<file path="src/rtl/map_ss_pkg.sv">
// Shared definitions for the mapper save-state sequencer: FSM states,
// transfer direction encoding and the CRC-8 step used by MAP_SS_CRC_EN builds.
package map_ss_pkg;

    typedef enum logic [2:0] {
        ST_IDLE,
        ST_SETUP,
        ST_SEND,
        ST_RECV,
        ST_WRITE,
        ST_CHECK,
        ST_FINISH
    } state_t;

    localparam logic DIR_SAVE    = 1'b0;
    localparam logic DIR_RESTORE = 1'b1;

    localparam logic [7:0] CRC8_POLY = 8'h07;

    // MSB-first CRC-8 over one byte.
    function automatic logic [7:0] crc8_update(input logic [7:0] crc, input logic [7:0] data);
        logic [7:0] c;
        c = crc ^ data;
        for (int i = 0; i < 8; i++) begin
            c = c[7] ? ({c[6:0], 1'b0} ^ CRC8_POLY) : {c[6:0], 1'b0};
        end
        return c;
    endfunction

endpackage

</file>
<file path="src/rtl/map_ss_crc8.sv">
// Byte-serial CRC-8 accumulator; crc_next exposes the value after absorbing
// the current data byte so the caller can use it in the same cycle.
module map_ss_crc8
    import map_ss_pkg::*;
(
    input  logic       clk,
    input  logic       rst,
    input  logic       clear,
    input  logic       en,
    input  logic [7:0] data,
    output logic [7:0] crc,
    output logic [7:0] crc_next
);

    assign crc_next = crc8_update(crc, data);

    always_ff @(posedge clk or posedge rst) begin
        if (rst) begin
            crc <= 8'h00;
        end else if (clear) begin
            crc <= 8'h00;
        end else if (en) begin
            crc <= crc_next;
        end
    end

endmodule

</file>
<file path="src/rtl/map_ss_seq.sv">
// Save-state sequencer for mapper register banks: streams mapper state bytes
// out on save and replays them as ss_we writes on restore. Optional trailing
// CRC-8 byte is enabled by defining MAP_SS_CRC_EN.
module map_ss_seq
    import map_ss_pkg::*;
#(
    parameter int NUM_REGS = 3,
    parameter int IDX_ADDR = 127,
    parameter int RD_LAT   = 2,
    parameter int WE_CYC   = 4
) (
    input  logic       clk,
    input  logic       rst,
    input  logic       start,
    input  logic       dir,
    input  logic       abort,
    output logic       ss_act,
    output logic       ss_we,
    output logic [7:0] ss_addr,
    output logic [7:0] ss_wdat,
    input  logic [7:0] ss_rdat,
    output logic [7:0] out_dat,
    output logic       out_valid,
    input  logic       out_ready,
    input  logic [7:0] in_dat,
    input  logic       in_valid,
    output logic       in_ready,
    output logic       busy,
    output logic       done,
    output logic       err
);

    state_t     state, state_n;
    logic [7:0] addr_q, addr_n;
    logic [7:0] cnt, cnt_n;
    logic [7:0] cap, cap_n;
    logic [7:0] dat_q, dat_n;
    logic       err_q, err_n;
    logic [7:0] addr_adv;
    logic       at_idx;

`ifdef MAP_SS_CRC_EN
    logic       crc_phase, crc_phase_n;
    logic       crc_clr, crc_en;
    logic [7:0] crc_din, crc_q, crc_nx;

    map_ss_crc8 u_crc (
        .clk      (clk),
        .rst      (rst),
        .clear    (crc_clr),
        .en       (crc_en),
        .data     (crc_din),
        .crc      (crc_q),
        .crc_next (crc_nx)
    );
`endif

    // The index byte sits outside the contiguous register window, so the
    // address jumps straight to it after the last register.
    assign addr_adv = (addr_q == 8'(NUM_REGS - 1)) ? 8'(IDX_ADDR) : addr_q + 8'd1;
    assign at_idx   = (addr_q == 8'(IDX_ADDR));

    // Direction is not stored: the branch taken out of IDLE already encodes it.
    always_comb begin
        state_n = state;
        addr_n  = addr_q;
        cnt_n   = cnt;
        cap_n   = cap;
        dat_n   = dat_q;
        err_n   = err_q;
`ifdef MAP_SS_CRC_EN
        crc_phase_n = crc_phase;
        crc_clr     = 1'b0;
        crc_en      = 1'b0;
        crc_din     = 8'h00;
`endif
        if (abort && state != ST_IDLE) begin
            state_n = ST_IDLE;
            cnt_n   = '0;
        end else begin
            case (state)
                ST_IDLE: begin
                    if (start) begin
                        err_n   = 1'b0;
                        addr_n  = 8'h00;
                        cnt_n   = '0;
                        state_n = (dir == DIR_RESTORE) ? ST_RECV : ST_SETUP;
`ifdef MAP_SS_CRC_EN
                        crc_phase_n = 1'b0;
                        crc_clr     = 1'b1;
`endif
                    end
                end
                ST_SETUP: begin
                    if (cnt == 8'(RD_LAT - 1)) begin
                        cnt_n   = '0;
                        dat_n   = ss_rdat;
                        state_n = ST_SEND;
                    end else begin
                        cnt_n = cnt + 8'd1;
                    end
                end
                ST_SEND: begin
                    if (out_ready) begin
`ifdef MAP_SS_CRC_EN
                        if (crc_phase) begin
                            state_n = ST_FINISH;
                        end else begin
                            crc_en  = 1'b1;
                            crc_din = dat_q;
                            if (at_idx) begin
                                crc_phase_n = 1'b1;
                                dat_n       = crc_nx;
                            end else begin
                                addr_n  = addr_adv;
                                state_n = ST_SETUP;
                            end
                        end
`else
                        if (at_idx) begin
                            state_n = ST_FINISH;
                        end else begin
                            addr_n  = addr_adv;
                            state_n = ST_SETUP;
                        end
`endif
                    end
                end
                ST_RECV: begin
                    if (in_valid) begin
                        cap_n = in_dat;
`ifdef MAP_SS_CRC_EN
                        if (crc_phase) begin
                            if (in_dat != crc_q) begin
                                err_n = 1'b1;
                            end
                            state_n = ST_FINISH;
                        end else begin
                            crc_en  = 1'b1;
                            crc_din = in_dat;
                            state_n = at_idx ? ST_CHECK : ST_WRITE;
                        end
`else
                        state_n = at_idx ? ST_CHECK : ST_WRITE;
`endif
                    end
                end
                ST_WRITE: begin
                    if (cnt == 8'(WE_CYC - 1)) begin
                        cnt_n   = '0;
                        addr_n  = addr_adv;
                        state_n = ST_RECV;
                    end else begin
                        cnt_n = cnt + 8'd1;
                    end
                end
                ST_CHECK: begin
                    // The index byte is only compared, never written back.
                    if (cnt == 8'(RD_LAT - 1)) begin
                        cnt_n = '0;
                        if (ss_rdat != cap) begin
                            err_n   = 1'b1;
                            state_n = ST_FINISH;
                        end else begin
`ifdef MAP_SS_CRC_EN
                            crc_phase_n = 1'b1;
                            state_n     = ST_RECV;
`else
                            state_n = ST_FINISH;
`endif
                        end
                    end else begin
                        cnt_n = cnt + 8'd1;
                    end
                end
                ST_FINISH: state_n = ST_IDLE;
                default:   state_n = ST_IDLE;
            endcase
        end
    end

    always_ff @(posedge clk or posedge rst) begin
        if (rst) begin
            state  <= ST_IDLE;
            addr_q <= 8'h00;
            cnt    <= '0;
            cap    <= 8'h00;
            dat_q  <= 8'h00;
            err_q  <= 1'b0;
`ifdef MAP_SS_CRC_EN
            crc_phase <= 1'b0;
`endif
        end else begin
            state  <= state_n;
            addr_q <= addr_n;
            cnt    <= cnt_n;
            cap    <= cap_n;
            dat_q  <= dat_n;
            err_q  <= err_n;
`ifdef MAP_SS_CRC_EN
            crc_phase <= crc_phase_n;
`endif
        end
    end

    // Strobes decode straight from the state register so a reset drops them
    // immediately rather than a cycle later.
    assign ss_act    = state inside {ST_SETUP, ST_SEND, ST_RECV, ST_WRITE, ST_CHECK};
    assign busy      = ss_act;
    assign ss_we     = (state == ST_WRITE);
    assign out_valid = (state == ST_SEND);
    assign in_ready  = (state == ST_RECV);
    assign done      = (state == ST_FINISH);
    assign ss_addr   = addr_q;
    assign ss_wdat   = cap;
    assign out_dat   = dat_q;
    assign err       = err_q;

endmodule

</file>
<file path="config.mk">
export PLATFORM = sky130hd
export DESIGN_NAME = map_ss_seq
export DESIGN_NICKNAME = d
export VERILOG_FILES = /design/src/rtl/map_ss_pkg.sv /design/src/rtl/map_ss_crc8.sv /design/src/rtl/map_ss_seq.sv
export SDC_FILE = /design/constraint.sdc
export NUM_CORES = 1
export LEC_CHECK = 0
export ABC_AREA = 1
export BUFFER_PORTS_ARGS = -buffer_cell sky130_fd_sc_hd__buf_2
export CAP_MARGIN = 20
export CORE_UTILIZATION = 40
export CTS_BUF_LIST = sky130_fd_sc_hd__clkbuf_4 sky130_fd_sc_hd__clkbuf_8 sky130_fd_sc_hd__clkbuf_16
export DETAILED_ROUTE_END_ITERATION = 10
export PLACE_DENSITY = 0.69
export SETUP_SLACK_MARGIN = 0.15
export SYNTH_ARGS = -nofsm -noshare
export SYNTH_HDL_FRONTEND = slang
export SYNTH_SLANG_ARGS = --single-unit
</file>
<file path="constraint.sdc">
create_clock -name clk -period 1.6 [get_ports clk]
set_input_delay 0.32 -clock clk [delete_from_list [all_inputs] [get_ports clk]]
set_output_delay 0.32 -clock clk [all_outputs]
set_load 0.02 [all_outputs]
</file>
==> results of run 1 <==
-- how the worst max path moves through the flow --
stage / end / slack, ns / depth (start not counted)
2_1_floorplan: ss_addr[7]$_DFFE_PP0P_ / 0.15 / 9
3_3_place_gp: ss_wdat[2]$_DFFE_PP0P_ / 0.08 / 5
3_5_place_dp: ss_wdat[7]$_DFFE_PP0P_ / 0.03 / 5
4_1_cts: busy / 0.09 / 5
5_1_grt: ss_addr[3]$_DFFE_PP0P_ / -0.01 / 8
6_report: busy / 0.05 / 4
-- area by class of cell --
class                      count  area (µm²)
clock buffer                   5       68.82
fill                         456        2031
inverter                      33       138.9
tap                           70       87.58
multi-input combinational    198        1227
timing repair buffer          93       629.4
clock inverter                 3       18.77
sequential                    36       905.9
-- timing repair --
item / 4_1_cts / 5_1_grt
cloned: 0 / 0
pin swaps: 7 / 15
setup endpoints to repair: 30 / 40
setup buffers: 20 / 11
hold buffers: 0 / 0
resized for setup: 38 / 25
-- metal layers --
metal,GRT usage [%],routed length (µm)
met2,35.94,2868
met5,0,0
met4,5.031,116
met1,24.94,2335
met3,4.552,238
-- through the flow --
| stage | cells | hold slack, ns | setup slack, ns | cell area (µm²) | utilization, % |
|---|---|---|---|---|---|
| 5_1_grt | 438 | 0.1719 | -0.01164 | 3077 | 60.24 |
| 6_report | 438 | 0.1021 | 0.04635 | 3077 | 60.24 |
| 3_3_place_gp | 399 | 0.4478 | 0.07577 | 2550 | 49.93 |
| 2_1_floorplan | 271 | 0.4532 | 0.1462 | 2161 | - |
| 3_5_place_dp | 399 | 0.4523 | 0.03336 | 2550 | 49.93 |
| 4_1_cts | 427 | 0.1380 | 0.09087 | 2905 | 56.88 |
-- sequential cells by signal, indices dropped and copies added, names as in the netlist --
name / count
ss_wdat: 8
state: 3
err: 1
ss_addr: 8
out_dat: 8
cnt: 8
-- power by group through the flow --
stage | Sequential, mW | Combinational (mW) | Clock, mW
floorplan | 1.64 | 1.39 | 0
global placement | 1.42 | 2.19 | 0
detailed placement | 1.43 | 2.21 | 0
CTS | 1.42 | 2.81 | 0.657
global route | 1.46 | 3.42 | 0.690
finish | 1.42 | 3.19 | 0.646
-- placed cells by master, fill, tap and decap left out, types with 6 or more instances in the layout --
| master | instances |
|---|---|
| nor2_4 | 6 |
| buf_4 | 33 |
| mux2_2 | 8 |
| dfrtp_1 | 32 |
| inv_1 | 27 |
| buf_2 | 47 |
| nand3_1 | 17 |
| a21oi_1 | 9 |
| nor2_1 | 25 |
| nand2_2 | 11 |
| buf_6 | 13 |
| nand2_1 | 58 |
| o21ai_1 | 11 |
-- worst register-to-register path, stage by stage, from the launching register on --
cell,delay [ns]
dfrtp_2,0.47
inv_4,0.09
nand2_4,0.09
nor2_4,0.04
buf_4,0.15
o21ai_4,0.08
nand3_2,0.11
nor2_4,0.18
buf_6,0.17
nand3_1,0.07
nand2_1,0.06
-- kinds of logic (layout without fill, tap and decap cells) --
family	Yosys count	count (layout)	share of synthesized area, %
flops	36	36	42.43
xor+xnor	10	10	4.125
fa+ha+maj	4	4	2.357
simple gates	140	140	30.11
buf+inv	37	134	7.307
mux	8	8	4.243
compound gates	36	36	9.429
==> results.json, run 1 <==
{
  "fin_crit_ns": 1.554,
  "arrival_ns": 1.23,
  "fin_crit_sh_pct": 97.10,
  "initial_core_util_pct": 41.57,
  "finalPower_mw": 5.255,
  "clock_latency_ns": 0.29,
  "clock.fmax_mhz": 643.6,
  "async_flop_share_pct": 100.0,
  "drv_cap": 0,
  "cts_tree": "done",
  "max_slew.worst_pin.slew_ns": 0.4534,
  "p_clk_share_pct": 12.3,
  "clkSlewWorstSetupHoldPaths_ns": 0.07,
  "ant_nets": 0,
  "synth_cell_type_count": 31,
  "diodes": 0,
  "drtIter0Drc": 111,
  "firstDrtPassIters": 4,
  "peakVddDrop_mv": 1.222,
  "rsz0062_at_grt": "yes",
  "p_leak_nw": 1.584,
  "die_area_um2": 5603,
  "coreArea_um2": 5107,
  "slew_headroom_pct": 69.77,
  "critPathMostFrequentCell": "buf_6",
  "hold_violations": 0,
  "synth_commonest_cells": "nand2_1 (72), dfrtp_1 (36), nor2_1 (31), inv_1 (28), nand3_1 (18)",
  "switching_power_mw": 2.396,
  "maxSlewViolCount": 0,
  "layout-drive-gt1-share_pct": 43.48,
  "hold_class": "in -> async",
  "synth_fp_nets": 298,
  "syn_area_per_cell_um2": 7.835,
  "cpPeakStageDelay_ns": 0.48,
  "max-clock-path-buffers": 2,
  "comb_power_share_pct": 60.7,
  "grt_use_total_pct": 20.26,
  "crit_start": "state[1]$_DFFE_PP0P_",
  "grt_pass1_vias": 1985,
  "grt_antenna_before_repair": 0,
  "synth_top_cell_area_share_pct": 42.43,
  "cp-end-kind": "output port",
  "num_rows": 26,
  "r2r_setup_slack_ns": 0.05,
  "synth_top_area_cell": "dfrtp_1",
  "dp_hpwl_um": 3709,
  "final.setup.tns_ns": 0,
  "critPathLaunchType": "flip-flop",
  "status": "complete, no violations",
  "io_pins": 54,
  "worstPathRequired_ns": 1.28,
  "grt_overflow_total": 0,
  "postSynthCellCount": 271,
  "die_h_um": 74.86,
  "gp_congestion": 0.8622,
  "yosysWarnings": 0,
  "synth_flop_cell": "dfrtp_1",
  "root_buffer": "clkbuf_8",
  "syn_area_um2": 2123,
  "power_density_nw_per_um2": 1708,
  "wire_per_inst_um": 12.69,
  "crit_fanout": 6,
  "cts_num_sinks": 36,
  "vias": 2171,
  "r2r_end": "ss_addr[2]$_DFFE_PP0P_",
  "crit_type": "reg -> out",
  "synth-seq-area-share_pct": 42.43,
  "critical_path.slowest_cell": "dfrtp_2",
  "grt_start_max_net_pins": 37,
  "area_growth_pct": 44.90,
  "rr_startpoint": "state[1]$_DFFE_PP0P_",
  "fp.dieW_um": 74.86,
  "r2r_cells": 10,
  "seq_power_share_pct": 27.1,
  "p_sw_share_pct": 45.59,
  "p_int_mw": 2.859,
  "cp_top_family": "flip-flops",
  "synthTopCellsByArea": "dfrtp_1 (42%), nand2_1 (13%), nor2_1 (5.5%), inv_1 (4.9%), nand3_1 (4.2%)",
  "ys_ff_latch": 36,
  "fin_nets": 394,
  "io_buffer_count": 53,
  "avgViaCountPerCell": 4.957,
  "htree_levels": 2,
  "path_buf_inv": 2,
  "crit_chain": "buf_6, nand2_1, nand2_2, buf_6",
  "skew_ns": 0.003618,
  "setup_viol": 0,
  "grt_pass1_wl_um": 8618,
  "routed_wl_um": 5558,
  "synth-edff-count": 0,
  "drcViolationCount": 0,
  "cts_buffers": 5,
  "post-synth-top-count-cell": "nand2_1"
}
(Power assumes the default switching activity.)
==> run 2, diff against run 1 <==
PLACE_DENSITY = default   (was 0.69)
==> results.json, run 2 (same netlist as run 1, synthesis figures left out) <==
{
  "status": "complete, no violations",
  "comb_power_share_pct": 61.5,
  "grt_pass1_wl_um": 8942,
  "num_rows": 26,
  "worst_slack_ns": 0.003995,
  "r2r_cells": 6,
  "cp-end-kind": "output port",
  "grt_overflow_total": 0,
  "clock_latency_ns": 0.30,
  "drtIter0Drc": 100,
  "io_buffer_count": 53,
  "grt_start_max_net_pins": 37,
  "avgViaCountPerCell": 4.919,
  "p_clk_share_pct": 12.6,
  "gp_congestion": 0.8051,
  "finalPower_mw": 5.492,
  "grt_use_total_pct": 21.16,
  "layout_commonest_cell": "nand2_1",
  "htree_levels": 2,
  "utilization_pct": 64.23,
  "diodes": 0,
  "cts_hold_buf": 0,
  "drv_cap": 0,
  "slew_headroom_pct": 69.27,
  "r2r_end": "ss_wdat[0]$_DFFE_PP0P_",
  "p_sw_share_pct": 45.27,
  "rr_startpoint": "state[1]$_DFFE_PP0P_",
  "setup_viol": 0,
  "layout-drive-gt1-share_pct": 47.20,
  "maxSlewViolCount": 0,
  "p_leak_nw": 1.682,
  "r2r_setup_slack_ns": 0.04,
  "final_cell_mix": "nand2_1 (56), buf_2 (47), dfrtp_1 (32), buf_4 (32), inv_1 (26)",
  "max_slew.worst_pin.slew_ns": 0.4593,
  "critPathLaunchType": "flip-flop",
  "crit_start": "state[0]$_DFFE_PP0P_",
  "cts_tree": "done",
  "arrival_ns": 1.28,
  "crit_type": "reg -> out",
  "switching_power_mw": 2.486,
  "grt_pass1_vias": 2016,
  "fin_crit_sh_pct": 99.75,
  "die_area_um2": 5603,
  "power_density_nw_per_um2": 1674,
  "crit_fanout": 6,
  "cts_num_sinks": 36,
  "firstDrtPassIters": 4,
  "wire_per_inst_um": 13.62,
  "ant_nets": 0,
  "coreArea_um2": 5107,
  "fin_nets": 401,
  "fp.dieW_um": 74.86,
  "clkSlewWorstSetupHoldPaths_ns": 0.09,
  "place_worst_setup_slack_ns": -0.007505,
  "peakVddDrop_mv": 0.8530,
  "worstPathRequired_ns": 1.28,
  "max-clock-path-buffers": 2,
  "dp_hpwl_um": 3719,
  "routed_wl_um": 6063,
  "fin_crit_ns": 1.596,
  "final_cells": 445,
  "cp-endpoint": "busy",
  "area_growth_pct": 54.51,
  "drcViolationCount": 0,
  "root_buffer": "clkbuf_8",
  "dp.cells": 401,
  "skew_ns": 0.01360,
  "rsz0062_at_grt": "yes",
  "clock.fmax_mhz": 626.6,
  "die_h_um": 74.86,
  "seq_power_share_pct": 25.9,
  "p_int_mw": 3.005,
  "initial_core_util_pct": 41.57,
  "grt_antenna_before_repair": 0,
  "io_pins": 54,
  "vias": 2189,
  "hold_class": "in -> async",
  "hold_violations": 0,
  "cts_buffers": 5
}
## run 2: cell count changes in the layout (fill, tap and decap cells not counted), moves of 2 or more
cell,previous run,this run
mux2_2,8,0
mux2_4,0,8
buf_6,13,18
nand2_2,11,14
nor2_1,25,22
clkinv_2,2,0
clkinvlp_4,0,2
nand2_1,58,56
nor2_4,6,8
## run 2: routing by layer
metal  up-vias  wire [µm]  global-route usage, %
met5         -          0                      0
met4         0        102                  7.338
met3        13        287                  5.355
met2        77       2939                  34.13
met1      1014       2734                  27.69
li1       1085          -                      -
## run 2: through the flow
step                cell area (µm²)  TNS [ns]  hold WS, ns
floorplan                      2161         0       0.4532
global placement               2577         0       0.3845
detailed placement             2577  -0.03227       0.3870
CTS                            2972         0      0.06369
global route                   3281   -0.1083      0.07825
finish                         3281         0      0.04651
## run 2: power by group through the flow
stage | combinational [mW] | sequential [mW] | clock, mW
2_1_floorplan | 1.39 | 1.64 | 0
3_3_place_gp | 2.23 | 1.42 | 0
3_5_place_dp | 2.24 | 1.41 | 0
4_1_cts | 2.80 | 1.41 | 0.690
5_1_grt | 3.66 | 1.45 | 0.735
6_report | 3.38 | 1.42 | 0.692
## run 2: layout make-up
class / count / area (µm²)
inverters: 33 / 136.4
well taps: 70 / 87.58
fillers: 416 / 1827
multi-input cells: 198 / 1320
flip-flops and latches: 36 / 905.9
clock inverters: 3 / 23.77
clock buffers: 5 / 68.82
repair buffers: 100 / 738.2
## run 2: what timing repair did
action	in CTS	in global routing
setup buffers	23	12
pin swaps	12	13
resized for setup	40	50
setup endpoints to repair	33	33
cloned	0	1
## run 2: worst max-delay path, stage by stage, from the launching register on
cell and delay, ns:
dfrtp_2 0.47, inv_4 0.12, nand2_1 0.10, nand2_2 0.09
nand2_2 0.07, buf_6 0.13
## run 2: worst min path at each step
stage	end	depth (start not counted)	slack, ns
final	state[0]$_DFFE_PP0P_	3	0.05
after global routing	out_dat[7]$_DFFE_PP0P_	3	0.08
after detailed placement	ss_addr[3]$_DFFE_PP0P_	3	0.39
after CTS	out_dat[4]$_DFFE_PP0P_	3	0.06
after global placement	ss_addr[2]$_DFFE_PP0P_	3	0.38
after floorplan	out_dat[0]$_DFFE_PP0P_	2	0.45
